File: config.mk
export PLATFORM = sky130hd
export DESIGN_NAME = mem_avalon_master
export DESIGN_NICKNAME = d
export VERILOG_FILES = /design/src/rtl/mem_avalon_master.sv
export SDC_FILE = /design/constraint.sdc
export NUM_CORES = 1
export LEC_CHECK = 0
export ABC_AREA = 1
export ABC_CLOCK_PERIOD_IN_PS = 2200
export CORE_MARGIN = 2
export CORE_UTILIZATION = 30
export CTS_CLUSTER_DIAMETER = 80
export DETAILED_ROUTE_END_ITERATION = 8
export PLACE_DENSITY = 0.61
export SETUP_SLACK_MARGIN = 0.2
export SYNTH_ARGS = -nofsm -noshare
export SYNTH_HDL_FRONTEND = slang
export SYNTH_SLANG_ARGS = --single-unit
export TNS_END_PERCENT = 100
File: constraint.sdc
create_clock -name clk -period 2.2 [get_ports clk]
set_input_delay 0.44 -clock clk [delete_from_list [all_inputs] [get_ports clk]]
set_output_delay 0.44 -clock clk [all_outputs]
set_load 0.01 [all_outputs]
File: src/rtl/mem_avalon_master.sv
// CPU load/store to Avalon-MM master: one transfer at a time with byte lanes,
// sign/zero extension of loads and misalignment detection before any bus cycle.
module mem_avalon_master (
  input  logic        clk,
  input  logic        reset,
  input  logic        req,
  input  logic [2:0]  op,
  input  logic [31:0] addr,
  input  logic [31:0] wdata,
  output logic        busy,
  output logic        done,
  output logic        err,
  output logic [31:0] rdata,
  output logic [31:0] avm_address,
  output logic        avm_read,
  output logic        avm_write,
  output logic [3:0]  avm_byteenable,
  output logic [31:0] avm_writedata,
  input  logic        avm_waitrequest,
  input  logic [31:0] avm_readdata
);

  localparam logic [2:0] OP_LB  = 3'd0;
  localparam logic [2:0] OP_LBU = 3'd1;
  localparam logic [2:0] OP_LH  = 3'd2;
  localparam logic [2:0] OP_LHU = 3'd3;
  localparam logic [2:0] OP_LW  = 3'd4;
  localparam logic [2:0] OP_SB  = 3'd5;
  localparam logic [2:0] OP_SH  = 3'd6;

  typedef enum logic [1:0] {IDLE = 2'd0, BUS = 2'd1, RESP = 2'd2} state_t;

  state_t      state_reg;
  logic [2:0]  op_reg;
  logic [1:0]  lane_reg;

  logic        is_byte;
  logic        is_half;
  logic        is_store;
  logic        misaligned;
  logic [3:0]  be_next;
  logic [31:0] wd_next;
  logic [7:0]  lane_byte;
  logic [15:0] lane_half;
  logic [31:0] load_value;

  // Decode of the request presented in IDLE; only used on the accepting edge.
  always_comb begin
    is_byte    = (op == OP_LB) || (op == OP_LBU) || (op == OP_SB);
    is_half    = (op == OP_LH) || (op == OP_LHU) || (op == OP_SH);
    is_store   = (op > OP_LW);
    misaligned = is_half ? addr[0] : (!is_byte && (addr[1:0] != 2'b00));
    be_next    = 4'b1111;
    wd_next    = wdata;
    if (is_byte) begin
      be_next = 4'b0001 << addr[1:0];
      wd_next = wdata << {addr[1:0], 3'b000};
    end else if (is_half) begin
      be_next = addr[1] ? 4'b1100 : 4'b0011;
      wd_next = addr[1] ? {wdata[15:0], 16'h0000} : {16'h0000, wdata[15:0]};
    end
  end

  // Lane extraction of the returned word for the latched load.
  always_comb begin
    lane_byte  = avm_readdata[{lane_reg, 3'b000} +: 8];
    lane_half  = lane_reg[1] ? avm_readdata[31:16] : avm_readdata[15:0];
    case (op_reg)
      OP_LB:   load_value = {{24{lane_byte[7]}}, lane_byte};
      OP_LBU:  load_value = {24'h000000, lane_byte};
      OP_LH:   load_value = {{16{lane_half[15]}}, lane_half};
      OP_LHU:  load_value = {16'h0000, lane_half};
      default: load_value = avm_readdata;
    endcase
  end

  always_ff @(posedge clk or negedge reset) begin
    if (!reset) begin
      state_reg      <= IDLE;
      op_reg         <= 3'd0;
      lane_reg       <= 2'd0;
      busy           <= 1'b0;
      done           <= 1'b0;
      err            <= 1'b0;
      rdata          <= 32'h0;
      avm_address    <= 32'h0;
      avm_read       <= 1'b0;
      avm_write      <= 1'b0;
      avm_byteenable <= 4'h0;
      avm_writedata  <= 32'h0;
    end else begin
      case (state_reg)
        IDLE: begin
          if (req) begin
            op_reg   <= op;
            lane_reg <= addr[1:0];
            busy     <= 1'b1;
            if (misaligned) begin
              state_reg <= RESP;
              done      <= 1'b1;
              err       <= 1'b1;
            end else begin
              state_reg      <= BUS;
              avm_address    <= {addr[31:2], 2'b00};
              avm_read       <= !is_store;
              avm_write      <= is_store;
              avm_byteenable <= be_next;
              avm_writedata  <= wd_next;
            end
          end
        end
        BUS: begin
          if (!avm_waitrequest) begin
            state_reg <= RESP;
            avm_read  <= 1'b0;
            avm_write <= 1'b0;
            done      <= 1'b1;
            if (op_reg <= OP_LW) rdata <= load_value;
          end
        end
        RESP: begin
          state_reg <= IDLE;
          busy      <= 1'b0;
          done      <= 1'b0;
          err       <= 1'b0;
        end
        default: state_reg <= IDLE;
      endcase
    end
  end

endmodule

* Word-level counts from Yosys, hierarchy flattened *
Cells that the tools add are included.

word-level totals
  bits in registers = 110
  latch bits = 0
  bits in writable memories = 0
  memory bits (read-only) = 0
  input port bits = 103
  output and inout bits = 105
  logic and storage cells = 82
  memories kept = 0

cells by class
  add/subtract/negate cells = 0
  multipliers = 0
  div/mod/pow operators = 0
  $lt $le $gt $ge = 2
  equal/unequal tests = 14
  shift operators = 3
  muxes and demuxes = 27
  bitwise gates (word level) = 2
  reduce and logical (&&, ||, !) cells = 22

operators with widths
  operator                                          number
  case mux 32 bit (4 select lines)                  1
  two-way mux 32 bit                                3
  variable part select 32 x 6 -> 8 bit              1
  left shift 32 x 5 -> 32 bit                       1
  two-way mux 16 bit                                1
  == test 3 x 2 -> 1 bit (second input constant)    4
  two-way mux 4 bit                                 3
  two-way mux 1 bit                                 10
  AND reduction 3 bit                               3
  inequality test 2 bit (second input constant)     4
  case mux 1 bit (2 select lines)                   4
  AND reduction 4 bit                               2
  == test 3 x 1 -> 1 bit (second input constant)    2
  == test 3 bit (second input constant)             2
  logical NOT 3 bit                                 2
  two-way mux 2 bit                                 3
  AND reduction 2 bit                               3
  nonzero test 2 bit                                3
  logical OR 1 bit                                  4
  case mux 2 bit (2 select lines)                   1
  left shift 1 x 2 -> 4 bit (first input constant)  1
  > comparator 3 bit (second input constant)        1
  <= comparator 3 bit (second input constant)       1
  case mux 1 bit (3 select lines)                   1
  7 further kinds                                   9

* Depth between registers and ports, before layout *
  depth in word-level cells = 9
  gate-level depth with buffers = 10

* Least setup slack after synthesis *
OpenSTA, ideal clock, no wires.

  path kind = reg-to-reg
  from = reg state_reg[0]
  to = reg avm_byteenable[0]
  library setup time = 117 ps
  arrival = 1499 ps
  path slack = 584 ps
  cell stages (with the launch flop) = 10
  period minus slack after synthesis = 1616 ps
  cells stage by stage = dfrtp_1 -> inv_1 -> ha_1 -> nand2_1 -> inv_2 -> nand3_2 -> buf_4 -> buf_4 -> nand2_1 -> nand2_1

between the ends
  longest elaborated chain between the ends = 2

RTL lines
  item                           RTL line  text
  start: declaration             33        state_t state_reg;
  start signal: assignment       79        state_reg <= IDLE;
  start signal: assignment       99        state_reg <= RESP;
  start signal: assignment       103       state_reg <= BUS;
  logical NOT 2 bit              92        case (state_reg)
  AND reduction 3 bit (no line)  -
  end signal: assignment         107       avm_byteenable <= be_next;
  end: declaration               17        output logic [3:0] avm_byteenable,

Every way passes these cells.
A chain may end at the register's enable or synchronous reset.

* Worst setup path in the final report *
  from = reg avm_writedata[8]
  to = out avm_writedata[8]

RTL lines
  item                      RTL line  text
  start: declaration        18        output logic [31:0] avm_writedata,
  start signal: assignment  108       avm_writedata <= wd_next;

No word-level cell between the ends.

==> flow_summary.json <==
{
  "reg2reg_depth": 7,
  "grt_usage": 0.187,
  "synth_seq_cells": 110,
  "powerDensity_nw_per_um2": 1210,
  "critPathKind": "reg2out",
  "fmax_ghz": 0.563,
  "place_area_um2": 8340,
  "nNetsFinal": 1128,
  "clock_path_buffers": 2,
  "via_per_inst": 4.62,
  "dieArea_um2": 20700,
  "cts_tree": "done",
  "grt_pass1_vias": 5766,
  "ant_nets": 0,
  "place.gp.congestion": 0.891,
  "overflow": 0,
  "clkSinkCount": 110,
  "hpwl_um": 13900,
  "finalSetupViolCount": 0,
  "fp.dieW_um": 144,
  "design_area_um2": 8670,
  "hold_viol_final": 0,
  "area_growth_pct": 47.8,
  "cts-root-buf": "clkbuf_16",
  "critPathTopFamily": "buffers and inverters",
  "reg_top3": "avm_writedata x32, rdata x32, avm_address x30",
  "clock_skew_ns": 0.0114,
  "start_util": 0.303,
  "min_period_over_period": 0.808,
  "insertion_delay_ns": 0.36,
  "io_pins": 208,
  "numCtsBuffers": 9,
  "drive_above_1_share": 0.0613,
  "crit_slowest_cell": "clkdlybuf4s50_1",
  "drt_iter0_markers": 373,
  "max_stage_delay_ns": 0.59,
  "synth_seq_area_share": 0.469,
  "grt_pass1_wl_um": 30200,
  "p_leak_nw": 4.21,
  "crit_arrival_ns": 1.34,
  "worstPathRequired_ns": 1.76,
  "cap_violations": 0,
  "dr.pass1.iters": 5,
  "crit_chain": "clkdlybuf4s50_1",
  "cp-end-kind": "primary output",
  "rows": 51,
  "start_kind": "flip-flop",
  "setup_tns_ns": 0,
  "worstPathMaxFanout": 2,
  "ys_types": 29,
  "vias": 5980,
  "outcome": "complete, no violations",
  "drc": 0,
  "crit_cells": 1,
  "critPathLaunch": "avm_writedata[8]",
  "synth_edf_count": 0,
  "avgSynthCellArea_um2": 7.15,
  "syn_inst": 820,
  "grt_max_degree": 68,
  "syn_area_um2": 5860,
  "synth_ff_type": "dfrtp_1",
  "timing.rr.start": "lane_reg[1]",
  "hold_class": "in2async",
  "wl_per_cell_um": 14.9,
  "core_area_um2": 19300,
  "vdd_drop_max_mv": 0.591,
  "path_clk_slew_ns": 0.09,
  "async_flop_share": 1.00,
  "antenna_found_initial": 0,
  "final_max_slew_viol_count": 0,
  "period_minus_slack_ns": 1.78,
  "slew_headroom": 0.570,
  "cp_num_buf_inv": 1,
  "io_buffers": 205,
  "nFillCells": 1967,
  "yosys_warnings": 0,
  "h-tree-depth": 3,
  "fp.dieH_um": 144,
  "rsz0062_at_grt": "no",
  "drt_wl_total_um": 19300,
  "tightest_slew_ns": 0.642
}
## area by class of cell
type	instances	area [um^2]	share of cell area
clock buffer	9	225	0.0260
timing repair buffer	236	2420	0.279
tap	265	332	0.0383
sequential	110	2750	0.318
inverter	53	199	0.0230
antenna	1	2.50	0.000289
clock inverter	7	93.8	0.0108
multi-input combinational	612	2640	0.305
## cell usage in the layout (no fill, tap or decap), drive strengths merged
master / n
nand4: 3
clkinv: 4
a31oi: 1
o22ai: 2
a21o: 1
inv: 56
o21ai: 47
nor2: 34
clkdlybuf4s50: 204
dfrtp: 110
conb: 2
ha: 3
diode: 1
a21oi: 27
and2: 1
o211ai: 7
clkbuf: 9
nand3: 101
or2: 2
nand2: 380
nor3: 1
buf: 31
dlygate4sd3: 1
## final timing paths
path                                           to  slack, ns
worst max register to register          rdata[26]       0.45
worst max-delay path             avm_writedata[8]       0.42
min in group clk                avm_writedata[21]       0.48
worst min-delay path                     rdata[5]       0.43
worst min register to register  avm_writedata[21]       0.48
max in group asynchronous       avm_writedata[25]       1.20
## Yosys cell counts (2+ instances only)
library cell | n | share of area
a21oi_1 | 27 | 0.023
buf_2 | 17 | 0.015
buf_4 | 10 | 0.013
buf_6 | 6 | 0.012
clkbuf_1 | 12 | 0.0077
dfrtp_1 | 110 | 0.47
ha_1 | 3 | 0.0064
inv_1 | 47 | 0.030
inv_2 | 6 | 0.0038
nand2_1 | 377 | 0.24
nand2_2 | 3 | 0.0032
nand3_1 | 99 | 0.084
nand3_2 | 2 | 0.0034
nand4_1 | 3 | 0.0032
nor2_1 | 31 | 0.020
nor2_4 | 3 | 0.0058
o211ai_1 | 7 | 0.0090
o21ai_0 | 39 | 0.033
o21ai_1 | 7 | 0.0060
o22ai_1 | 2 | 0.0021
## metal layers
metal	vias up	share of wire	GRT usage
li1	2994	-	-
met1	2768	0.44	0.245
met2	198	0.46	0.295
met3	20	0.086	0.0610
met4	0	0.015	0.0531
met5	-	0	0
## cell families after synthesis
| kind of cell | Yosys count | share of synthesized area |
|---|---|---|
| buf+inv | 99 | 0.0811 |
| simple gates | 522 | 0.365 |
| flops | 110 | 0.469 |
| other cells | 1 | 0.000639 |
| fa+ha+maj | 3 | 0.00640 |
| compound gates | 85 | 0.0772 |
## metrics by stage
stage               setup slack, ns  hold WS [ns]  total power [mW]  cells   util
floorplan                     0.584         0.144              6.00    821      -
global placement              0.119         0.275              8.78   1275  0.431
detailed placement           0.0704         0.266              8.81   1275  0.431
CTS                           0.408         0.423              10.6   1292  0.448
global route                  0.211         0.430              11.3   1292  0.448
finish                        0.422         0.430              10.5   1293  0.448
## power breakdown
group          total (mW)  switching [mW]  internal, mW
Combinational        5.12            2.53          2.59
Clock                1.73           0.902         0.830
Sequential           3.62           0.626          3.00
## repair_timing
item	CTS	global route
hold endpoints to repair	4	0
buffers inserted	0	0
gates resized for setup	0	0
setup endpoints to repair	0	0
hold buffers	1	0
Power figures use the tool's default switching activity.
